[config.mk]
export PLATFORM = sky130hd
export DESIGN_NAME = pacman_scene
export DESIGN_NICKNAME = d
export VERILOG_FILES = /design/src/rtl/pacman_pkg.sv /design/src/rtl/pacman_sprite.sv /design/src/rtl/pacman_scene.sv
export SDC_FILE = /design/constraint.sdc
export NUM_CORES = 1
export LEC_CHECK = 0
export ABC_AREA = 1
export BUFFER_PORTS_ARGS = -buffer_cell sky130_fd_sc_hd__buf_2
export CORE_AREA = 2 2 186 188
export DETAILED_ROUTE_END_ITERATION = 16
export DIE_AREA = 0 0 188 190
export HOLD_SLACK_MARGIN = 0.02
export PLACE_DENSITY = 0.7
export SYNTH_ARGS = -nofsm -noshare
export SYNTH_HDL_FRONTEND = slang
export SYNTH_SLANG_ARGS = --single-unit
[constraint.sdc]
create_clock -name clk -period 14.05 [get_ports clk]
set_clock_uncertainty 0.2 [all_clocks]
set_input_delay 1.405 -clock clk [delete_from_list [all_inputs] [get_ports clk]]
set_output_delay 1.405 -clock clk [all_outputs]
set_load 0.01 [all_outputs]
[src/rtl/pacman_pkg.sv]
// Shared types, colours and the fixed 16x16 wall map for the Pac-Man playfield.
package pacman_pkg;

  typedef enum logic [3:0] {
    DIR_NONE = 4'b0000,
    DIR_R    = 4'b0001,
    DIR_L    = 4'b0010,
    DIR_U    = 4'b0100,
    DIR_D    = 4'b1000
  } dir_t;

  localparam logic [11:0] YELLOW = 12'hFF0;
  localparam logic [11:0] WALL   = 12'h00F;
  localparam logic [11:0] BLACK  = 12'h000;

  localparam int TILE = 30;

  // Row-major; bit c of row r is tile (col c, row r). Border is solid, row 1 and col 1 are open.
  localparam logic [15:0] MAZE_WALLS [16] = '{
    16'hFFFF, 16'h8001, 16'hB6D9, 16'h8241, 16'hBA5D, 16'h8811, 16'hABD5, 16'h8201,
    16'hBEFD, 16'h8081, 16'hADB5, 16'h8421, 16'hB5AD, 16'h8101, 16'h8001, 16'hFFFF
  };

  function automatic logic wall_at(input int col, input int row);
    if (col < 0 || col > 15 || row < 0 || row > 15) return 1'b1;
    return MAZE_WALLS[row][col];
  endfunction

  function automatic logic blocked(input dir_t d, input logic [3:0] tx, input logic [3:0] ty);
    int c, r;
    c = int'(tx);
    r = int'(ty);
    case (d)
      DIR_R:   return wall_at(c + 1, r);
      DIR_L:   return wall_at(c - 1, r);
      DIR_U:   return wall_at(c, r - 1);
      DIR_D:   return wall_at(c, r + 1);
      default: return 1'b1;
    endcase
  endfunction

  function automatic dir_t opposite(input dir_t d);
    case (d)
      DIR_R:   return DIR_L;
      DIR_L:   return DIR_R;
      DIR_U:   return DIR_D;
      DIR_D:   return DIR_U;
      default: return DIR_NONE;
    endcase
  endfunction

endpackage

[src/rtl/pacman_sprite.sv]
// Combinational Pac-Man disk fill test; mouth wedge removed when PACMAN_MOUTH_EN is defined.
module pacman_sprite
  import pacman_pkg::*;
(
  input  logic [9:0] h_count,
  input  logic [9:0] v_count,
  input  logic [9:0] pm_xpos,
  input  logic [9:0] pm_ypos,
  input  logic [3:0] direction,
  output logic       hit
);

  logic signed [10:0] dx, dy;
  logic signed [23:0] dx_e, dy_e, dist2;
  logic               disk;

  always_comb begin
    dx    = $signed({1'b0, h_count}) - $signed({1'b0, pm_xpos}) - 11'sd15;
    dy    = $signed({1'b0, v_count}) - $signed({1'b0, pm_ypos}) - 11'sd15;
    dx_e  = 24'(dx);
    dy_e  = 24'(dy);
    dist2 = dx_e * dx_e + dy_e * dy_e;
    disk  = (dist2 <= 24'sd196);
  end

`ifdef PACMAN_MOUTH_EN
  logic signed [10:0] adx, ady;
  logic               mouth;

  always_comb begin
    adx   = (dx < 0) ? -dx : dx;
    ady   = (dy < 0) ? -dy : dy;
    mouth = 1'b0;
    case (direction)
      DIR_R:   mouth = (dx > 0) && (ady < dx);
      DIR_L:   mouth = (dx < 0) && (ady < -dx);
      DIR_U:   mouth = (dy < 0) && (adx < -dy);
      DIR_D:   mouth = (dy > 0) && (adx < dy);
      default: mouth = 1'b0;
    endcase
    hit = disk && !mouth;
  end
`else
  logic unused_dir;
  assign unused_dir = ^direction;
  assign hit        = disk;
`endif

endmodule

[src/rtl/pacman_scene.sv]
// Pac-Man tile movement and per-pixel playfield rendering. Optional mouth: PACMAN_MOUTH_EN.
module pacman_scene
  import pacman_pkg::*;
#(
  parameter int H_START = 150,
  parameter int V_START = 34,
  parameter int TILE    = pacman_pkg::TILE
) (
  input  logic        clk,
  input  logic        rst,
  input  logic        move_tick,
  input  logic        bright,
  input  logic        up,
  input  logic        down,
  input  logic        left,
  input  logic        right,
  input  logic [9:0]  hCount,
  input  logic [9:0]  vCount,
  output logic [11:0] rgb,
  output logic [9:0]  pm_xpos,
  output logic [9:0]  pm_ypos,
  output logic [3:0]  pm_direction
);

  localparam logic [4:0] OFF_MAX = 5'(TILE - 1);

  dir_t       dir, dir_n, pending, pending_n, req;
  logic [3:0] tx, ty, tx_n, ty_n;
  logic [4:0] ox, oy, ox_n, oy_n;
  logic       aligned, consumed;

  always_ff @(posedge clk or posedge rst) begin
    if (rst) begin
      dir     <= DIR_NONE;
      pending <= DIR_NONE;
      tx      <= 4'd1;
      ty      <= 4'd1;
      ox      <= '0;
      oy      <= '0;
    end else begin
      dir     <= dir_n;
      pending <= pending_n;
      tx      <= tx_n;
      ty      <= ty_n;
      ox      <= ox_n;
      oy      <= oy_n;
    end
  end

  always_comb begin
    req = up ? DIR_U : down ? DIR_D : left ? DIR_L : right ? DIR_R : DIR_NONE;
  end

  always_comb begin
    dir_n    = dir;
    tx_n     = tx;
    ty_n     = ty;
    ox_n     = ox;
    oy_n     = oy;
    consumed = 1'b0;
    aligned  = (ox == '0) && (oy == '0);
    if (move_tick) begin
      if (aligned && pending != DIR_NONE && !blocked(pending, tx, ty)) begin
        dir_n    = pending;
        consumed = 1'b1;
      end else if (dir != DIR_NONE && pending == opposite(dir)) begin
        dir_n    = pending;
        consumed = 1'b1;
      end
      // Only an aligned sprite can face a wall; mid-tile it always finishes the step.
      if (!(aligned && blocked(dir_n, tx, ty))) begin
        case (dir_n)
          DIR_R: if (ox == OFF_MAX) begin ox_n = '0; tx_n = tx + 4'd1; end else ox_n = ox + 5'd1;
          DIR_D: if (oy == OFF_MAX) begin oy_n = '0; ty_n = ty + 4'd1; end else oy_n = oy + 5'd1;
          DIR_L: if (aligned) begin ox_n = OFF_MAX; tx_n = tx - 4'd1; end else ox_n = ox - 5'd1;
          DIR_U: if (aligned) begin oy_n = OFF_MAX; ty_n = ty - 4'd1; end else oy_n = oy - 5'd1;
          default: ;
        endcase
      end
    end
    pending_n = (req != DIR_NONE) ? req : (consumed ? DIR_NONE : pending);
  end

  assign pm_xpos      = 10'(H_START + TILE * int'(tx) + int'(ox));
  assign pm_ypos      = 10'(V_START + TILE * int'(ty) + int'(oy));
  assign pm_direction = dir;

  logic sprite_hit;

  pacman_sprite u_sprite (
    .h_count   (hCount),
    .v_count   (vCount),
    .pm_xpos   (pm_xpos),
    .pm_ypos   (pm_ypos),
    .direction (pm_direction),
    .hit       (sprite_hit)
  );

  int   px, py;
  logic in_field;

  always_comb begin
    px       = int'(hCount) - H_START;
    py       = int'(vCount) - V_START;
    in_field = (px >= 0) && (px < 16 * TILE) && (py >= 0) && (py < 16 * TILE);
    rgb      = BLACK;
    if (!bright)         rgb = BLACK;
    else if (sprite_hit) rgb = YELLOW;
    else if (in_field)   rgb = wall_at(px / TILE, py / TILE) ? WALL : BLACK;
  end

endmodule

# After elaboration in Yosys (flattened, before gate mapping)
# Memories as Yosys holds them, arrays and structs flattened.
# Index checks and enable logic that the tools add are counted.
[totals]
ff_bits = 26
romBits = 1024
input_bits = 28
output_inout_bits = 36
elab_cells = 213
memories = 4
[memory_table]
columns = ["memory", "words", "width", "read_ports", "rd_clocked_by_memory_dff", "wr", "line", "text"]
rows = [
  ["(no name shown)", 16, 16, 1, 0, 0, "pacman_pkg.sv:26", "return MAZE_WALLS[row][col];"],
  ["(no name shown)", 16, 16, 1, 0, 0, "pacman_pkg.sv:26", ""],
  ["(no name shown)", 16, 16, 1, 0, 0, "pacman_pkg.sv:26", ""],
  ["(no name shown)", 16, 16, 1, 0, 0, "pacman_pkg.sv:26", ""],
]
[op_classes]
addsub = 23
mul = 4
div_mod_pow = 2
order_cmp = 25
eq_ne = 19
mux = 97
bitwise_logic = 5
n_reduce_logical = 28
[op_table]
columns = ["op", "count"]
rows = [
  ["$ge A32 B5 Y1 const B", 4],
  ["$mux W16", 8],
  ["$div A32 B6 Y32 const B", 2],
  ["$gt A32 B5 Y1 const B", 2],
  ["$lt A32 B1 Y1 const B", 2],
  ["$not A32 Y32", 2],
  ["$mux W4", 15],
  ["$mux W1", 55],
  ["$mul A11 B11 Y22", 2],
  ["$lt A32 B6 Y1 const B", 1],
  ["$not A4 Y32", 1],
  ["$not A5 Y32", 1],
  ["$add A24 B24 Y24", 1],
  ["$le A24 B9 Y1 const B", 1],
  ["$mux W12", 2],
  ["$ge A11 B1 Y1 const B", 2],
  ["$lt A11 B10 Y1 const B", 2],
  ["$sub A10 B10 Y11", 2],
  ["$sub A11 B5 Y11 const B", 2],
  ["$add A10 B5 Y10", 2],
  ["$bmux W1 S4", 5],
  ["$lt A5 B1 Y1 const B", 4],
  ["$mux W5", 4],
  ["$pmux W5 S2", 2],
  ["other kinds (36)", 79],
]

# Longest topological paths before layout
[depth]
ltp_word = 28
mapped_depth = 67
depth_no_buf = 65

# Modules after synthesis
# A second synthesis with hierarchy kept.
[hier_totals]
cells_unflattened = 2431
hier_area_um2 = 17451.7
[modules_own_cells]
columns = ["mod", "instances", "cells_each", "area_per_inst_um2", "seq_area_each_um2"]
rows = [
  ["pacman_sprite", 1, 1288, 10400.0, 0.0],
  ["pacman_scene", 1, 1143, 7051.8, 653.1],
]

# Worst setup path after synthesis
# No wires, ideal clock.
[synth_path]
path_kind = "flip-flop to output port"
start = "register tx[0]"
end = "output port rgb[1]"
arrival_ns = 11.576
required_time_ns = 12.445
setup_slack_ns = 0.869
path_stages_with_launch = 66
n_path_buf = 5
cell_sequence = "dfstp_2 -> buf_2 -> inv_1 -> buf_2 -> buf_2 -> ha_1 -> clkbuf_1 -> clkinv_1 -> ha_1 -> inv_1 -> ha_1 -> fa_1 -> inv_1 -> ha_1 -> ha_1 -> a21oi_1 -> inv_1 -> a31oi_1 -> (+30 left out) -> nand2_1 -> nand2_1 -> a21oi_1 -> xor2_1 -> ha_1 -> inv_1 -> nor2_1 -> nand2_1 -> nor2_1 -> a2111oi_0 -> o31ai_1 -> nand2_1 -> o21ai_0 -> nand4_1 -> nand2b_1 -> nand4_1 -> a21oi_2 -> buf_4"
[synth_via]
elab_chain_cells = 10
[synth_lines]
columns = ["item", "line", "text"]
rows = [
  ["start: declaration", "pacman_scene.sv:28", "logic [3:0] tx, ty, tx_n, ty_n;"],
  ["start signal: assignment", "pacman_scene.sv:43", "tx <= tx_n;"],
  ["$mul A4 B4 Y8", "pacman_scene.sv:84", "assign pm_xpos = 10'(H_START + TILE * int'(tx) + int'(ox));"],
  ["$add A8 B9 Y10", "pacman_scene.sv:84", ""],
  ["$add A10 B5 Y10", "pacman_scene.sv:84", ""],
  ["net pm_xpos[3]", "pacman_scene.sv:20", "output logic [9:0] pm_xpos,"],
  ["$sub A10 B10 Y11", "pacman_sprite.sv:18", "dx = $signed({1'b0, h_count}) - $signed({1'b0, pm_xpos}) - 11'sd15;"],
  ["$sub A11 B5 Y11", "pacman_sprite.sv:18", ""],
  ["$mul A11 B11 Y22", "pacman_sprite.sv:22", "dist2 = dx_e * dx_e + dy_e * dy_e;"],
  ["$add A24 B24 Y24", "pacman_sprite.sv:22", ""],
  ["$le A24 B9 Y1", "pacman_sprite.sv:23", "disk = (dist2 <= 24'sd196);"],
  ["$mux W12", "pacman_scene.sv:108", "else if (sprite_hit) rgb = YELLOW;"],
  ["$mux W12", "pacman_scene.sv:107", "if (!bright) rgb = BLACK;"],
  ["end: declaration", "pacman_scene.sv:19", "output logic [11:0] rgb,"],
]
# The timed path passes the listed nets, and every way through them passes these cells.

# Final worst setup path
[layout_path]
start = "register ty[3]"
end = "output port rgb[2]"
[layout_via]
elab_chain_cells = 10
[layout_lines]
columns = ["item", "line", "text"]
rows = [
  ["start: declaration", "pacman_scene.sv:28", ""],
  ["start signal: assignment", "pacman_scene.sv:44", "ty <= ty_n;"],
  ["$mul A4 B4 Y8", "pacman_scene.sv:85", "assign pm_ypos = 10'(V_START + TILE * int'(ty) + int'(oy));"],
  ["$add A6 B9 Y10", "pacman_scene.sv:85", ""],
  ["$add A10 B5 Y10", "pacman_scene.sv:85", ""],
  ["$sub A10 B10 Y11", "pacman_sprite.sv:19", "dy = $signed({1'b0, v_count}) - $signed({1'b0, pm_ypos}) - 11'sd15;"],
  ["$sub A11 B5 Y11", "pacman_sprite.sv:19", ""],
  ["$mul A11 B11 Y22", "pacman_sprite.sv:22", ""],
  ["$add A24 B24 Y24", "pacman_sprite.sv:22", ""],
  ["$le A24 B9 Y1", "pacman_sprite.sv:23", ""],
  ["$mux W12", "pacman_scene.sv:108", ""],
  ["$mux W12", "pacman_scene.sv:107", ""],
]
# Every way passes these cells.

==> results by group <==
Placement
  • RD Place Congestion: between 0.9 and 1
  • Dpl ws: 0.0987 ns
  • Dpl hpwl: 33.9 mm
  • Placement Cell Area: between 15000 and 20000 um^2
  • I/O Buffers: 63

STA
  • Tmin final: ~14 ns
  • Setup TNS: 0 ns
  • Actual slew at the worst max-slew pin: 1.17 ns
  • Final Hold Fails: 0
  • Max Transition Viols Final: 0
  • Tcrit/Tclk final: 0.962
  • Final setup viols: 0
  • Fmax: roughly 74 MHz
  • Slew margin rel.: 0.222
  • Final worst slack: around 0.54 ns

GRT
  • Met1 GRT Util: 0.304
  • Total gr overflow: 0
  • First-pass GRT wire length: 67.9 mm
  • Met3 Use GR: 0.0133
  • Vias in the first global route: ~15k
  • Met2 usage: 0.405
  • Largest net degree at the start of global routing: 30
  • Total track usage: 0.224
  • Initial antenna violation count: 0
  • GRT Max-Usage Layer: met2

Setup path
  • Critical path class: reg2out
  • Worst reg2reg setup slack: 8.91 ns
  • Critical Path RT: 12.44 ns
  • R2r startpoint: ty[0]$_DFFE_PP1P_
  • CP Capture Type: primary output
  • Worst reg-to-reg path cell count: 29
  • Crit. Startpoint: ty[3]$_DFFE_PP0P_
  • CP top delay family: adder cells
  • Max incr delay on CP: 0.58 ns
  • Crit path arrival time: 11.91 ns
  • Worst setup path endpoint: rgb[2]
  • Slowest cell on crit path: fa_2
  • Setup crit start kind: flop
  • R2r endpoint: ty[3]$_DFFE_PP0P_
  • WP buf/inv: 10
  • Critical path depth: 58
  • Largest fanout on the critical path: 7

Die
  • Rows: 68
  • Initial Util: 0.499
  • Die X-Extent: roughly 190 um
  • Ports: 64
  • Die Area: 35700 um^2
  • Placeable core area: between 30000 and 40000 um^2
  • Die H: roughly 190 um

Synth
  • Synth Area in Adders: 0.434
  • Mux cell area share after synthesis: 0
  • YS warnings: 0
  • Syn Inst Count: 2354
  • Post-synth EDFFs: 0
  • Yosys reg bits: 26
  • Share of the yosys chip area belonging to registers: 0.0386
  • Syn avg cell area: around 7.2 um^2
  • Unique masters post-synth: 63
  • Synth Area in Compound Gates: 0.102
  • Post-Synth XOR/XNOR Area: 0.0619
  • Post-synth ARST share: 1.00
  • Primary FF master, synth: dfrtp_1
  • Largest family of logic cells by synthesized area: adder cells
  • Synth Net Count: 2836
  • Cell Area, Synth: 16900 um^2
  • Simple-Gate Fraction of Synth Area: 0.226

Min path
  • Worst Hold Class: reg2reg

Finish
  • Area Growth Syn to Fin: 9.55%
  • Share of layout cells above drive strength 1: 0.128
  • # diodes: 0
  • Most common cell after layout, fill and taps aside: inv_1
  • NumNets Final: 2923
  • Most frequent cells in the layout: inv_1, nand2_1, fa_1
  • Final instance area: 18500 um^2

Clock network
  • Clock slew at reported path FFs: 0.08 ns
  • Worst skew pair latency: between 0.2 and 0.3 ns
  • CTS tree: built
  • TritonCTS buffer count: 3
  • Clock Sink Count: 26
  • H-tree depth: 1
  • # hold bufs at CTS: 0
  • Clock Tree Root: clkbuf_16
  • CTS Buffer Depth: 2

Drt
  • Starting DRT DRC Count: 986
  • Routed Antenna Nets: 0
  • Drt wl/cell: 13.9 um
  • Drt pass-1 iters: 6
  • DR vias/cell: 5.18
  • # DRC: 0
  • Vias: between 10k and 15k
  • DRT Wirelength: about 40 mm

Flow run
  • Number of max-cap violations: 0

Status
  • Run status: complete, no violations
worst min-delay path, stage by stage, from the launching register on:
cell and delay [ns]:
dfrtp_1 0.37, nand2_1 0.06, o21ai_1 0.06
kinds of logic (layout without fill, tap and decap cells):
group	after synthesis	after routing
AOI/OAI and AO/OA	296	296
and+or+nand+nor	865	865
adders and majority gates	454	454
xor gates and xnor gates	118	118
DFF	26	26
buffers and inverters	595	681
how the worst min path moves through the flow:
stage | from | endpoint | cells past startpoint | slack (ns)
3_5_place_dp | oy[1]$_DFFE_PP0P_ | oy[1]$_DFFE_PP0P_ | 2 | 0.31
3_3_place_gp | oy[1]$_DFFE_PP0P_ | oy[1]$_DFFE_PP0P_ | 2 | 0.30
6_report | oy[1]$_DFFE_PP0P_ | oy[1]$_DFFE_PP0P_ | 2 | 0.32
2_1_floorplan | oy[1]$_DFFE_PP0P_ | oy[1]$_DFFE_PP0P_ | 2 | 0.28
5_1_grt | oy[1]$_DFFE_PP0P_ | oy[1]$_DFFE_PP0P_ | 2 | 0.38
4_1_cts | oy[1]$_DFFE_PP0P_ | oy[1]$_DFFE_PP0P_ | 2 | 0.33
area by class of cell:
class	count	area (um^2)
clock inverter	1	30.0
multi-input combinational	1733	14300
fill	3125	15400
sequential	26	656
tap	455	569
clock buffer	3	75.1
timing repair buffer	123	797
inverter	554	2090
state kept, by name, summed over array words and instances (netlist names):
| name | cells |
|---|---|
| ty | 4 |
| pm_direction | 4 |
| tx | 4 |
| pending | 4 |
| ox | 5 |
| oy | 5 |
through the flow:
| step | hold WS, ns | utilization | cells |
|---|---|---|---|
| floorplan | 0.284 | - | 2354 |
| global route | 0.378 | 0.546 | 2895 |
| global placement | 0.303 | 0.524 | 2857 |
| detailed placement | 0.305 | 0.524 | 2857 |
| finish | 0.321 | 0.546 | 2895 |
| CTS | 0.325 | 0.528 | 2865 |
routing by layer:
layer	wire (um)	vias up
met5	0	-
met4	378	0
met3	1430	38
met2	20200	330
met1	18300	7156
li1	-	7472
cells in the mapped netlist (3+ instances only):
master / count / area share
inv_1: 525 / 0.12
nand2_1: 393 / 0.087
ha_1: 231 / 0.17
fa_1: 223 / 0.26
nor2_1: 194 / 0.043
nand3_1: 159 / 0.047
a21oi_1: 95 / 0.028
o21ai_0: 82 / 0.024
xor2_1: 76 / 0.039
xnor2_1: 40 / 0.021
o21ai_1: 27 / 0.0080
nand2_2: 26 / 0.0096
o21bai_1: 26 / 0.012
dfrtp_1: 24 / 0.035
nand4_1: 23 / 0.0085
or2_2: 20 / 0.0074
inv_2: 18 / 0.0040
buf_4: 15 / 0.0067
nor3_1: 13 / 0.0038
clkbuf_1: 12 / 0.0027
o211ai_1: 12 / 0.0053
a31oi_1: 9 / 0.0033
buf_2: 9 / 0.0027
clkinv_1: 8 / 0.0018
nor2_2: 8 / 0.0030
a21o_1: 6 / 0.0027
o31ai_1: 6 / 0.0027
nand2_4: 5 / 0.0033
nand3_2: 5 / 0.0030
o21a_1: 5 / 0.0022
a211oi_1: 4 / 0.0018
nand3b_1: 4 / 0.0018
nor2_4: 4 / 0.0027
o21ai_2: 4 / 0.0021
a21oi_2: 3 / 0.0016
a22oi_1: 3 / 0.0013
and2_1: 3 / 0.0011
buf_1: 3 / 0.00067
what timing repair did:
action | 4_1_cts | 5_1_grt
gates resized for setup | 8 | 100
endpoints found under the setup margin | 12 | 12
pin swaps | 8 | 69
setup buffers | 4 | 30
Power is left out: the tool's default activity adds up to more than one toggle a clock period on the data nets, which glitch-free logic cannot reach.
